--- config.mk ---
export PLATFORM = sky130hd
export DESIGN_NAME = move_wide_sequencer_flat
export DESIGN_NICKNAME = d
export VERILOG_FILES = /design/src/rtl/move_wide_sequencer_pkg.sv /design/src/rtl/move_wide_sequencer_if.sv /design/src/rtl/move_wide_sequencer_shifter.sv /design/src/rtl/move_wide_sequencer.sv /design/src/flat_wrapper.sv
export SDC_FILE = /design/constraint.sdc
export NUM_CORES = 1
export LEC_CHECK = 0
export ABC_CLOCK_PERIOD_IN_PS = 2650
export CORE_MARGIN = 2
export CORE_UTILIZATION = 38
export DETAILED_ROUTE_END_ITERATION = 10
export PLACE_DENSITY = 0.91
export RECOVER_POWER = 100
export SETUP_SLACK_MARGIN = 0.4
export SYNTH_ARGS = -nofsm -noshare
export SYNTH_HDL_FRONTEND = slang
export SYNTH_SLANG_ARGS = --single-unit
--- constraint.sdc ---
create_clock -name clock -period 2.65 [get_ports clock]
set_clock_uncertainty 0.15 [all_clocks]
set_input_delay 0.53 -clock clock [delete_from_list [all_inputs] [get_ports clock]]
set_output_delay 0.53 -clock clock [all_outputs]
set_load 0.05 [all_outputs]
--- src/rtl/move_wide_sequencer_pkg.sv ---
// Shared encodings for the move-wide sequencer: ALU/PC function codes,
// opcode values, FSM state encoding and the debug view of the sequencer.
package cu_pkg;

    localparam logic [4:0] ALU_FS_AND = 5'b000_00;
    localparam logic [4:0] ALU_FS_OR  = 5'b001_00;

    localparam logic [1:0] PC_FS_HOLD = 2'b00;
    localparam logic [1:0] PC_FS_INC  = 2'b01;

    localparam logic [4:0] ZR_ADDR = 5'd31;

    localparam logic [1:0] OPC_MOVN = 2'b00;
    localparam logic [1:0] OPC_RSVD = 2'b01;
    localparam logic [1:0] OPC_MOVZ = 2'b10;
    localparam logic [1:0] OPC_MOVK = 2'b11;

    typedef enum logic [1:0] {
        S_IDLE   = 2'd0,
        S_MASK   = 2'd1,
        S_INSERT = 2'd2,
        S_ERROR  = 2'd3
    } state_t;

    typedef struct packed {
        state_t      state;
        logic [31:0] instr;
    } dbg_t;

    // A halfword position is usable only if the whole immediate lands inside the datapath.
    function automatic logic hw_in_range(logic [1:0] hw, int data_width, int imm_width);
        return ((int'(hw) + 1) * imm_width) <= data_width;
    endfunction

endpackage

--- src/rtl/move_wide_sequencer_if.sv ---
// Control-unit side bundle of the move-wide sequencer: instruction handshake
// in, datapath control fields and debug state out.
interface move_wide_sequencer_if
    import cu_pkg::*;
#(
    parameter int DATA_WIDTH = 64,
    parameter int RA_WIDTH   = 5
) ();

    // Handshake: an instruction is taken on a rising clock edge where start=1
    // and busy=0; start while busy=1 is dropped, not queued. stall=1 freezes a
    // sequence in progress and suppresses its side effects for that cycle.
    logic                  start;
    logic [31:0]           instr;
    logic                  stall;
    logic                  busy;
    logic                  done;
    logic                  illegal;
    logic [DATA_WIDTH-1:0] k;
    logic                  alu_en;
    logic                  alu_bs;
    logic [4:0]            alu_fs;
    logic [RA_WIDTH-1:0]   rf_sa;
    logic [RA_WIDTH-1:0]   rf_sb;
    logic [RA_WIDTH-1:0]   rf_da;
    logic                  rf_w;
    logic [1:0]            pc_fs;
    logic                  status_ld;
    dbg_t                  dbg;

    modport master (
        output start, instr, stall,
        input  busy, done, illegal, k, alu_en, alu_bs, alu_fs,
               rf_sa, rf_sb, rf_da, rf_w, pc_fs, status_ld, dbg
    );

    modport slave (
        input  start, instr, stall,
        output busy, done, illegal, k, alu_en, alu_bs, alu_fs,
               rf_sa, rf_sb, rf_da, rf_w, pc_fs, status_ld, dbg
    );

endinterface

--- src/rtl/move_wide_sequencer_shifter.sv ---
// Places the immediate at its halfword position and builds the keep-mask
// that clears exactly that halfword.
module wide_imm_shifter #(
    parameter int DATA_WIDTH = 64,
    parameter int IMM_WIDTH  = 16
) (
    input  logic [IMM_WIDTH-1:0]  imm,
    input  logic [1:0]            hw,
    output logic [DATA_WIDTH-1:0] sh,
    output logic [DATA_WIDTH-1:0] msk
);

    logic [31:0]           shamt;
    logic [DATA_WIDTH-1:0] imm_ext;
    logic [DATA_WIDTH-1:0] ones_ext;

    assign shamt    = 32'(hw) * 32'(IMM_WIDTH);
    assign imm_ext  = DATA_WIDTH'(imm);
    assign ones_ext = DATA_WIDTH'({IMM_WIDTH{1'b1}});

    assign sh  = imm_ext << shamt;
    assign msk = ~(ones_ext << shamt);

endmodule

--- src/rtl/move_wide_sequencer.sv ---
// Multi-cycle sequencer for MOVZ/MOVN/MOVK: owns the step state and drives
// ALU, register-file and PC control plus the K constant, one step per cycle.
module move_wide_sequencer
    import cu_pkg::*;
#(
    parameter int DATA_WIDTH = 64,
    parameter int IMM_WIDTH  = 16,
    parameter int RA_WIDTH   = 5
) (
    input logic                  clock,
    input logic                  reset,
    move_wide_sequencer_if.slave bus
);

    localparam logic [RA_WIDTH-1:0] ZR = '1;

    state_t      state;
    logic [31:0] instr_q;

    logic [1:0]            in_opc;
    logic [1:0]            in_hw;
    logic [1:0]            opc_q;
    logic [1:0]            hw_q;
    logic [IMM_WIDTH-1:0]  imm_q;
    logic [RA_WIDTH-1:0]   rd_q;
    logic [DATA_WIDTH-1:0] sh;
    logic [DATA_WIDTH-1:0] msk;

    assign in_opc = bus.instr[30:29];
    assign in_hw  = bus.instr[22:21];
    assign opc_q  = instr_q[30:29];
    assign hw_q   = instr_q[22:21];
    assign imm_q  = instr_q[5 +: IMM_WIDTH];
    assign rd_q   = instr_q[RA_WIDTH-1:0];

    wide_imm_shifter #(
        .DATA_WIDTH(DATA_WIDTH),
        .IMM_WIDTH (IMM_WIDTH)
    ) u_shifter (
        .imm(imm_q),
        .hw (hw_q),
        .sh (sh),
        .msk(msk)
    );

    always_ff @(posedge clock or posedge reset) begin
        if (reset) begin
            state   <= S_IDLE;
            instr_q <= '0;
        end else begin
            case (state)
                S_IDLE: begin
                    if (bus.start) begin
                        instr_q <= bus.instr;
                        if (in_opc == OPC_RSVD || !hw_in_range(in_hw, DATA_WIDTH, IMM_WIDTH))
                            state <= S_ERROR;
                        else if (in_opc == OPC_MOVK)
                            state <= S_MASK;
                        else
                            state <= S_INSERT;
                    end
                end
                S_MASK:   if (!bus.stall) state <= S_INSERT;
                S_INSERT: if (!bus.stall) state <= S_IDLE;
                // ERROR has no side effects to hold back, so it never waits on stall.
                S_ERROR:  state <= S_IDLE;
                default:  state <= S_IDLE;
            endcase
        end
    end

    logic                  done_d;
    logic                  illegal_d;
    logic [DATA_WIDTH-1:0] k_d;
    logic                  alu_en_d;
    logic                  alu_bs_d;
    logic [4:0]            alu_fs_d;
    logic [RA_WIDTH-1:0]   rf_sa_d;
    logic [RA_WIDTH-1:0]   rf_sb_d;
    logic [RA_WIDTH-1:0]   rf_da_d;
    logic                  rf_w_d;
    logic [1:0]            pc_fs_d;

    always_comb begin
        done_d    = 1'b0;
        illegal_d = 1'b0;
        k_d       = '0;
        alu_en_d  = 1'b0;
        alu_bs_d  = 1'b0;
        alu_fs_d  = ALU_FS_AND;
        rf_sa_d   = '0;
        rf_sb_d   = '0;
        rf_da_d   = '0;
        rf_w_d    = 1'b0;
        pc_fs_d   = PC_FS_HOLD;
        case (state)
            S_MASK: begin
                k_d      = msk;
                alu_en_d = 1'b1;
                alu_bs_d = 1'b1;
                alu_fs_d = ALU_FS_AND;
                rf_sa_d  = rd_q;
                rf_sb_d  = ZR;
                rf_da_d  = rd_q;
                rf_w_d   = 1'b1;
            end
            S_INSERT: begin
                alu_en_d = 1'b1;
                alu_bs_d = 1'b1;
                alu_fs_d = ALU_FS_OR;
                rf_sb_d  = ZR;
                rf_da_d  = rd_q;
                rf_w_d   = 1'b1;
                pc_fs_d  = PC_FS_INC;
                done_d   = 1'b1;
                // MOVK merges into Rd; MOVZ/MOVN build the value from XZR.
                rf_sa_d  = (opc_q == OPC_MOVK) ? rd_q : ZR;
                k_d      = (opc_q == OPC_MOVN) ? ~sh : sh;
            end
            S_ERROR:  illegal_d = 1'b1;
            default:  ;
        endcase
        if (bus.stall) begin
            rf_w_d  = 1'b0;
            pc_fs_d = PC_FS_HOLD;
            done_d  = 1'b0;
        end
    end

    assign bus.busy      = (state != S_IDLE);
    assign bus.done      = done_d;
    assign bus.illegal   = illegal_d;
    assign bus.k         = k_d;
    assign bus.alu_en    = alu_en_d;
    assign bus.alu_bs    = alu_bs_d;
    assign bus.alu_fs    = alu_fs_d;
    assign bus.rf_sa     = rf_sa_d;
    assign bus.rf_sb     = rf_sb_d;
    assign bus.rf_da     = rf_da_d;
    assign bus.rf_w      = rf_w_d;
    assign bus.pc_fs     = pc_fs_d;
    assign bus.status_ld = 1'b0;
    assign bus.dbg       = '{state: state, instr: instr_q};

endmodule

--- src/flat_wrapper.sv ---
// flat-port wrapper written by rule: the top's interface ports become plain ports
module move_wide_sequencer_flat import cu_pkg::*;
#(
    parameter int DATA_WIDTH = 64,
    parameter int IMM_WIDTH  = 16,
    parameter int RA_WIDTH   = 5
)
  (clock, reset, bus_start, bus_instr, bus_stall, bus_busy, bus_done, bus_illegal, bus_k, bus_alu_en, bus_alu_bs, bus_alu_fs, bus_rf_sa, bus_rf_sb, bus_rf_da, bus_rf_w, bus_pc_fs, bus_status_ld, bus_dbg);
  move_wide_sequencer_if #(.DATA_WIDTH(DATA_WIDTH), .RA_WIDTH(RA_WIDTH)) bus_i ();
  input logic clock;
  input logic reset;
  input wire logic [$bits(bus_i.start)-1:0] bus_start;
  input wire logic [$bits(bus_i.instr)-1:0] bus_instr;
  input wire logic [$bits(bus_i.stall)-1:0] bus_stall;
  output wire logic [$bits(bus_i.busy)-1:0] bus_busy;
  output wire logic [$bits(bus_i.done)-1:0] bus_done;
  output wire logic [$bits(bus_i.illegal)-1:0] bus_illegal;
  output wire logic [$bits(bus_i.k)-1:0] bus_k;
  output wire logic [$bits(bus_i.alu_en)-1:0] bus_alu_en;
  output wire logic [$bits(bus_i.alu_bs)-1:0] bus_alu_bs;
  output wire logic [$bits(bus_i.alu_fs)-1:0] bus_alu_fs;
  output wire logic [$bits(bus_i.rf_sa)-1:0] bus_rf_sa;
  output wire logic [$bits(bus_i.rf_sb)-1:0] bus_rf_sb;
  output wire logic [$bits(bus_i.rf_da)-1:0] bus_rf_da;
  output wire logic [$bits(bus_i.rf_w)-1:0] bus_rf_w;
  output wire logic [$bits(bus_i.pc_fs)-1:0] bus_pc_fs;
  output wire logic [$bits(bus_i.status_ld)-1:0] bus_status_ld;
  output wire logic [$bits(bus_i.dbg)-1:0] bus_dbg;
  assign bus_i.start = bus_start;
  assign bus_i.instr = bus_instr;
  assign bus_i.stall = bus_stall;
  assign bus_busy = bus_i.busy;
  assign bus_done = bus_i.done;
  assign bus_illegal = bus_i.illegal;
  assign bus_k = bus_i.k;
  assign bus_alu_en = bus_i.alu_en;
  assign bus_alu_bs = bus_i.alu_bs;
  assign bus_alu_fs = bus_i.alu_fs;
  assign bus_rf_sa = bus_i.rf_sa;
  assign bus_rf_sb = bus_i.rf_sb;
  assign bus_rf_da = bus_i.rf_da;
  assign bus_rf_w = bus_i.rf_w;
  assign bus_pc_fs = bus_i.pc_fs;
  assign bus_status_ld = bus_i.status_ld;
  assign bus_dbg = bus_i.dbg;
  move_wide_sequencer #(.DATA_WIDTH(DATA_WIDTH), .IMM_WIDTH(IMM_WIDTH), .RA_WIDTH(RA_WIDTH)) u_core (.clock(clock), .reset(reset), .bus(bus_i));
endmodule
== Word-level counts from Yosys, hierarchy flattened ==
Cells that the tools add are included.
Storage, ports and cells
  register bits: 34
  latch bits: 0
  memory bits (writable): 0
  ROM bits: 0
  input port bits: 36
  output and inout port bits: 127
  logic and storage cells: 45
  memories kept: 0
Cells by class
  $add $sub $neg: 1
  multiply operators: 0
  divide/modulo/power cells: 0
  order comparisons: 1
  equal/unequal tests: 9
  shift-type cells: 2
  mux-type cells: 20
  bitwise operators: 2
  reduce and logical (&&, ||, !) cells: 8
Operators by type and width (number)
  NOT 64 bit: 2
  one-hot mux 64 bit (2 select lines): 1
  two-way mux 64 bit: 1
  left shift 16 x 6 -> 64 bit: 1
  left shift 16 x 6 -> 64 bit (first input constant): 1
  less-or-equal comparator 32 x 8 -> 1 bit (second input constant): 1
  two-way mux 5 bit: 3
  two-way mux 2 bit: 5
  one-hot mux 5 bit (2 select lines): 1
  equality test 2 bit (second input constant): 4
  one-hot mux 2 bit (4 select lines): 1
  two-way mux 1 bit: 7
  != test 2 bit (second input constant): 3
  equality test 2 x 1 -> 1 bit (second input constant): 2
  zero test 2 bit: 2
  adder 2 x 1 -> 3 bit (second input constant): 1
  two-way mux 3 bit: 1
  AND reduction 3 bit: 1
  AND reduction 2 bit: 1
  nonzero test 2 bit: 1
  OR reduction 2 bit: 1
  zero test 1 bit: 1
  logical OR 1 bit: 1

== Depth between registers and ports, before layout ==
Gate-level depths: netlist (run 1).
  depth in word-level cells: 7
  gate-level depth with buffers: 7
  gate-level depth less buffers: 5

== Modules after synthesis ==
Synthesis (run 1) repeated with hierarchy kept, for this count alone.
Unflattened totals
  cell total of the unflattened synthesis: 563
  area total of the unflattened synthesis: 5143.7 sq um
Modules (own cells, without submodules)
  move_wide_sequencer: instances 1, cells each 421, area an instance 4022.6 sq um, seq. area each 850.8 sq um
  wide_imm_shifter: instances 1, cells each 142, area an instance 1121.1 sq um, seq. area each 0.0 sq um

== Worst setup path after synthesis (run 1) ==
OpenSTA, ideal clock, no wires.
  path type: register to output
  start point: reg u_core.state[0]
  end point: out bus_rf_sa[0]
  data arrival time: 2988 ps
  data required time: 1970 ps
  setup slack: -1018 ps
  cell stages (with the launch flop): 5
  path buffers: 1
  cells stage by stage: dfrtp_1 > inv_1 > ha_1 > clkbuf_1 > a21boi_0
On the way
  word-level cells in the longest chain between the ends: 2
  elaborated cells between the ends (all ways): 3
  classes of those cells: eq/ne: 2; mux: 1
Ends and longest elaborated chain
  start, declared: line move_wide_sequencer.sv:17  | state_t state;
  start signal, assigned: line move_wide_sequencer.sv:48  | state <= S_IDLE;
  start signal, assigned: line move_wide_sequencer.sv:56  | state <= S_ERROR;
  start signal, assigned: line move_wide_sequencer.sv:58  | state <= S_MASK;
  equality test 2 bit or equality test 2 x 1 -> 1 bit (tied branches): line move_wide_sequencer.sv:96  | case (state)
  one-hot mux 5 bit (2 select lines) (*): line move_wide_sequencer.sv:96
  end, declared: line flat_wrapper.sv:22  | output wire logic [$bits(bus_i.rf_sa)-1:0] bus_rf_sa;
Mark *: on every way between the ends. The rest lies on a longest branch, timed or not.

== Final worst setup path (run 1) ==
  start point: reg u_core.state[1]
  end point: out bus_k[4]
On the way
  word-level cells in the longest chain between the ends: 2
  elaborated cells between the ends (all ways): 3
  classes of those cells: eq/ne: 2; mux: 1
Ends and longest elaborated chain
  equality test 2 bit or equality test 2 x 1 -> 1 bit (tied branches): line move_wide_sequencer.sv:96
  one-hot mux 64 bit (2 select lines) (*): line move_wide_sequencer.sv:96
  end, declared: line flat_wrapper.sv:18  | output wire logic [$bits(bus_i.k)-1:0] bus_k;
Marks and branches as above.

==> impl.org, run 1 <==
** Status
- Status :: finished, violations left
- Violated checks :: negative setup slack

** Synth
- Yosys mapped a number of flops with a built-in enable equal to 0.
- Counting flops with an async set or reset pin after synthesis yields a share of 1.00.
- Synthesis-stage register bit count :: 34
- Netlist cell types :: 32
- Sequential area share after synthesis :: 0.319
- Count leader, synth :: o211ai_1
- The commonest cells after synthesis are 54 x o211ai_1, 42 x nand2_1, 34 x dfrtp_1, 32 x mux2_2, 17 x buf_4.
- Dividing the synthesized area by the synthesized cell count gives 10.0 sq um.
- Summing every instance area after synthesis gives 2670 sq um.
- Synth top area share :: 0.319
- Of all cell types, the one taking the most synthesized area is dfrtp_1.
- The most used flip-flop cell after synthesis is dfrtp_1.
- Synthesis produced 266 cells.
- Synth top area cells :: dfrtp_1 32%, o211ai_1 15%, mux2_2 14%
- For this run, the number of Yosys warnings is 0.

** Worst setup path
- Worst flop-to-flop path startpoint :: u_core.state[1]
- Worst setup path category :: register to output pin
- Endpoint class of the critical path :: output pin
- STA puts the critical path data required time at 1970 ps.
- The worst register-to-register path ends at u_core.instr_q[11].
- In this run the register-to-register setup slack is 530 ps.
- For the worst flop-to-flop path, the logic depth is 5.
- Arrival @ worst endpoint :: 2040 ps
- In this run the worst path has a maximum fanout of 8.
- The worst setup path is launched from a register.

** Clock tree
- Clock tree from TritonCTS :: built
- After clock tree synthesis, the clock-pin slew on the worst setup and hold paths is 70 ps.
- The clock tree synthesis step divided the H-tree into 2 levels.
- At the later pin of the worst-skew pair, clock insertion delay measures 290 ps.
- For this design, the CTS-stage hold fixing added 0 buffers.
- Number of CTS-inserted buffers :: 5
- No sink is reached through more buffers than the 2 on the longest clock path.
- Clock Tree Root :: clkbuf_8
- Sink Count :: 34

** Hold path
- The worst hold path begins at u_core.instr_q[25].
- The tightest min-delay check is of the register to register type.
- Worst hold endpoint :: u_core.instr_q[25]
- Count of cells along the worst hold path :: 1

** Route
- Number of remaining DRC errors :: 0
- Total Wirelength :: 10.9 mm
- The pre-antenna-repair detailed-routing pass consisted of 4 iterations.
- Drt first-iter violations :: 169
- Routed wirelength normalized by instance count :: 20.8 microns
- Overall via count from detail_route :: 2943
- Using the TritonRoute via totals, the vias-per-cell ratio works out to 5.60.
- The count of nets left with antenna violations once routing finished came out at 0.

** Timing
- Max transition margin :: 0.421
- Minimum setup slack in the final design :: -69.9 ps
- RSZ-0062 raised after global routing :: yes
- Max Freq :: 368 MHz
- Setup violations remaining at the end of the flow were counted as 50.
- Max-slew violation count :: 0
- Setup TNS :: -1770 ps
- The final hold violation count is 0.
- Final critical-path required period :: 2720 ps
- In the finished design, the share of the clock period the worst path needs comes to 1.03.
- For the pin with the worst max-slew slack, the measured transition is 869 ps.
- Worst slack on hold paths :: 360 ps

** GRT
- Initial antenna violation count :: 0
- Maximum number of pins on one net before global-route repair :: 35
- The via count of the first global-routing pass came to 2998.
- Global-route wire length before repair :: 16.0 mm
- In the global route stage, overall resource usage came out at 0.268.
- Final global-route overflow total :: 0

** Final layout
- Measured on the finished design, the core utilization comes to 0.762.
- The filler cells instantiated in the layout total 429.
- Antenna diodes :: 0
- The multi-input combinational cells in the finished layout cover a total of 1780 sq um.
- Sequential cell area in the final layout :: 855 sq um
- Share of layout cells above drive strength 1 :: 0.507
- Compared with the post-synthesis result, the final layout area differs by 94.2%.
- At the end of the flow, the number of nets in the layout was 470.

** Floorplanning
- DIE AREA :: 7710 sq um
- Io pins :: 163
- Placeable core area :: 6790 sq um
- The die is 87.8 microns tall.
- Effective utilization at floorplan :: 0.393
- From left edge to right edge, the die measures 87.8 microns.
- Placement row count :: 30

** Placement
- OpenSTA, run right after detailed placement, puts the worst setup slack at 26.8 ps.
- Weighted congestion reported at the end of routability-driven placement :: 0.958
- Buffers placed on the I/O ports in this run total 156.
- Placed wire-length estimate after detailed placement :: 6.95 mm

** Run
- Reported max-cap violation count :: 0
state kept, by name, summed over array words and instances, names as in the netlist:
register / flops
u_core.instr_q: 32
u_core.state: 2
cells by family after synthesis:
group	synth area share
AOI/OAI and AO/OA	0.250
adders and majority gates	0.0235
buffers and inverters	0.114
DFF	0.319
muxes	0.143
other	0.00141
and+or+nand+nor	0.151
critical path: stages (launching register included):
cell and delay, ps:
dfrtp_2 440, inv_4 90, ha_4 220, and4bb_4 250, o22ai_4 220, clkbuf_16 210
o211ai_1 140, buf_12 190
final cells by class:
type | count | share of cell area
clock buffer | 7 | 0.0167
clock inverter | 1 | 0.000966
inverter | 5 | 0.00459
multi-input combinational | 199 | 0.343
sequential | 34 | 0.165
tap | 96 | 0.0232
timing repair buffer | 184 | 0.446
placed cells by master (no fill, tap or decap), drive strengths merged:
cell type	instances
a21boi	5
and2	10
and4bb	1
buf	102
clkbuf	33
clkdlybuf4s15	1
clkdlybuf4s50	40
clkinv	1
conb	6
dfrtp	34
dlygate4sd2	10
dlygate4sd3	5
ha	5
inv	5
mux2	32
mux2i	2
nand2	43
nand3	3
nand3b	1
nor2	1
nor2b	2
nor3	16
o211ai	64
o21ai	2
o22ai	2
o2bb2ai	2
or2	2
per-stage QoR:
stage / cell area [sq um] / std cells
6_report: 5180 / 526
5_1_grt: 5180 / 526
4_1_cts: 5120 / 517
3_5_place_dp: 4730 / 492
3_3_place_gp: 4730 / 492
2_1_floorplan: 2830 / 271
worst max-delay path by stage:
stage,startpoint,endpoint,depth (start not counted)
detailed placement,u_core.state[1],bus_k[39],6
CTS,u_core.state[1],bus_k[0],7
floorplan,u_core.state[1],bus_k[17],7
finish,u_core.state[1],bus_k[4],7
global placement,u_core.state[1],bus_k[47],6
global route,u_core.state[1],bus_k[4],7
routing by layer:
metal	share of wire	routed length, microns	global-route usage	vias to the layer above
li1	-	-	-	1307
met1	0.34	3740	0.304	1420
met2	0.53	5830	0.481	181
met3	0.089	966	0.0726	35
met4	0.035	383	0.0965	0
met5	0	0	0	-
what timing repair did:
action,in CTS,in global routing
cloned,3,3
setup endpoints to repair,83,98
buffers inserted,14,6
pin swaps,13,18
resized for setup,45,38
Power of run 1 is not shown: default switching activity piles up to over one toggle a cycle in this logic, so the estimate is an artifact.
==> run 2: changes to the inputs <==
ABC_CLOCK_PERIOD_IN_PS = not set   (was 2650)
==> results of run 2 <==
No change in the layout: final DEF, timing and power equal those of run 1.
Power of run 2 is left out for the same reason.
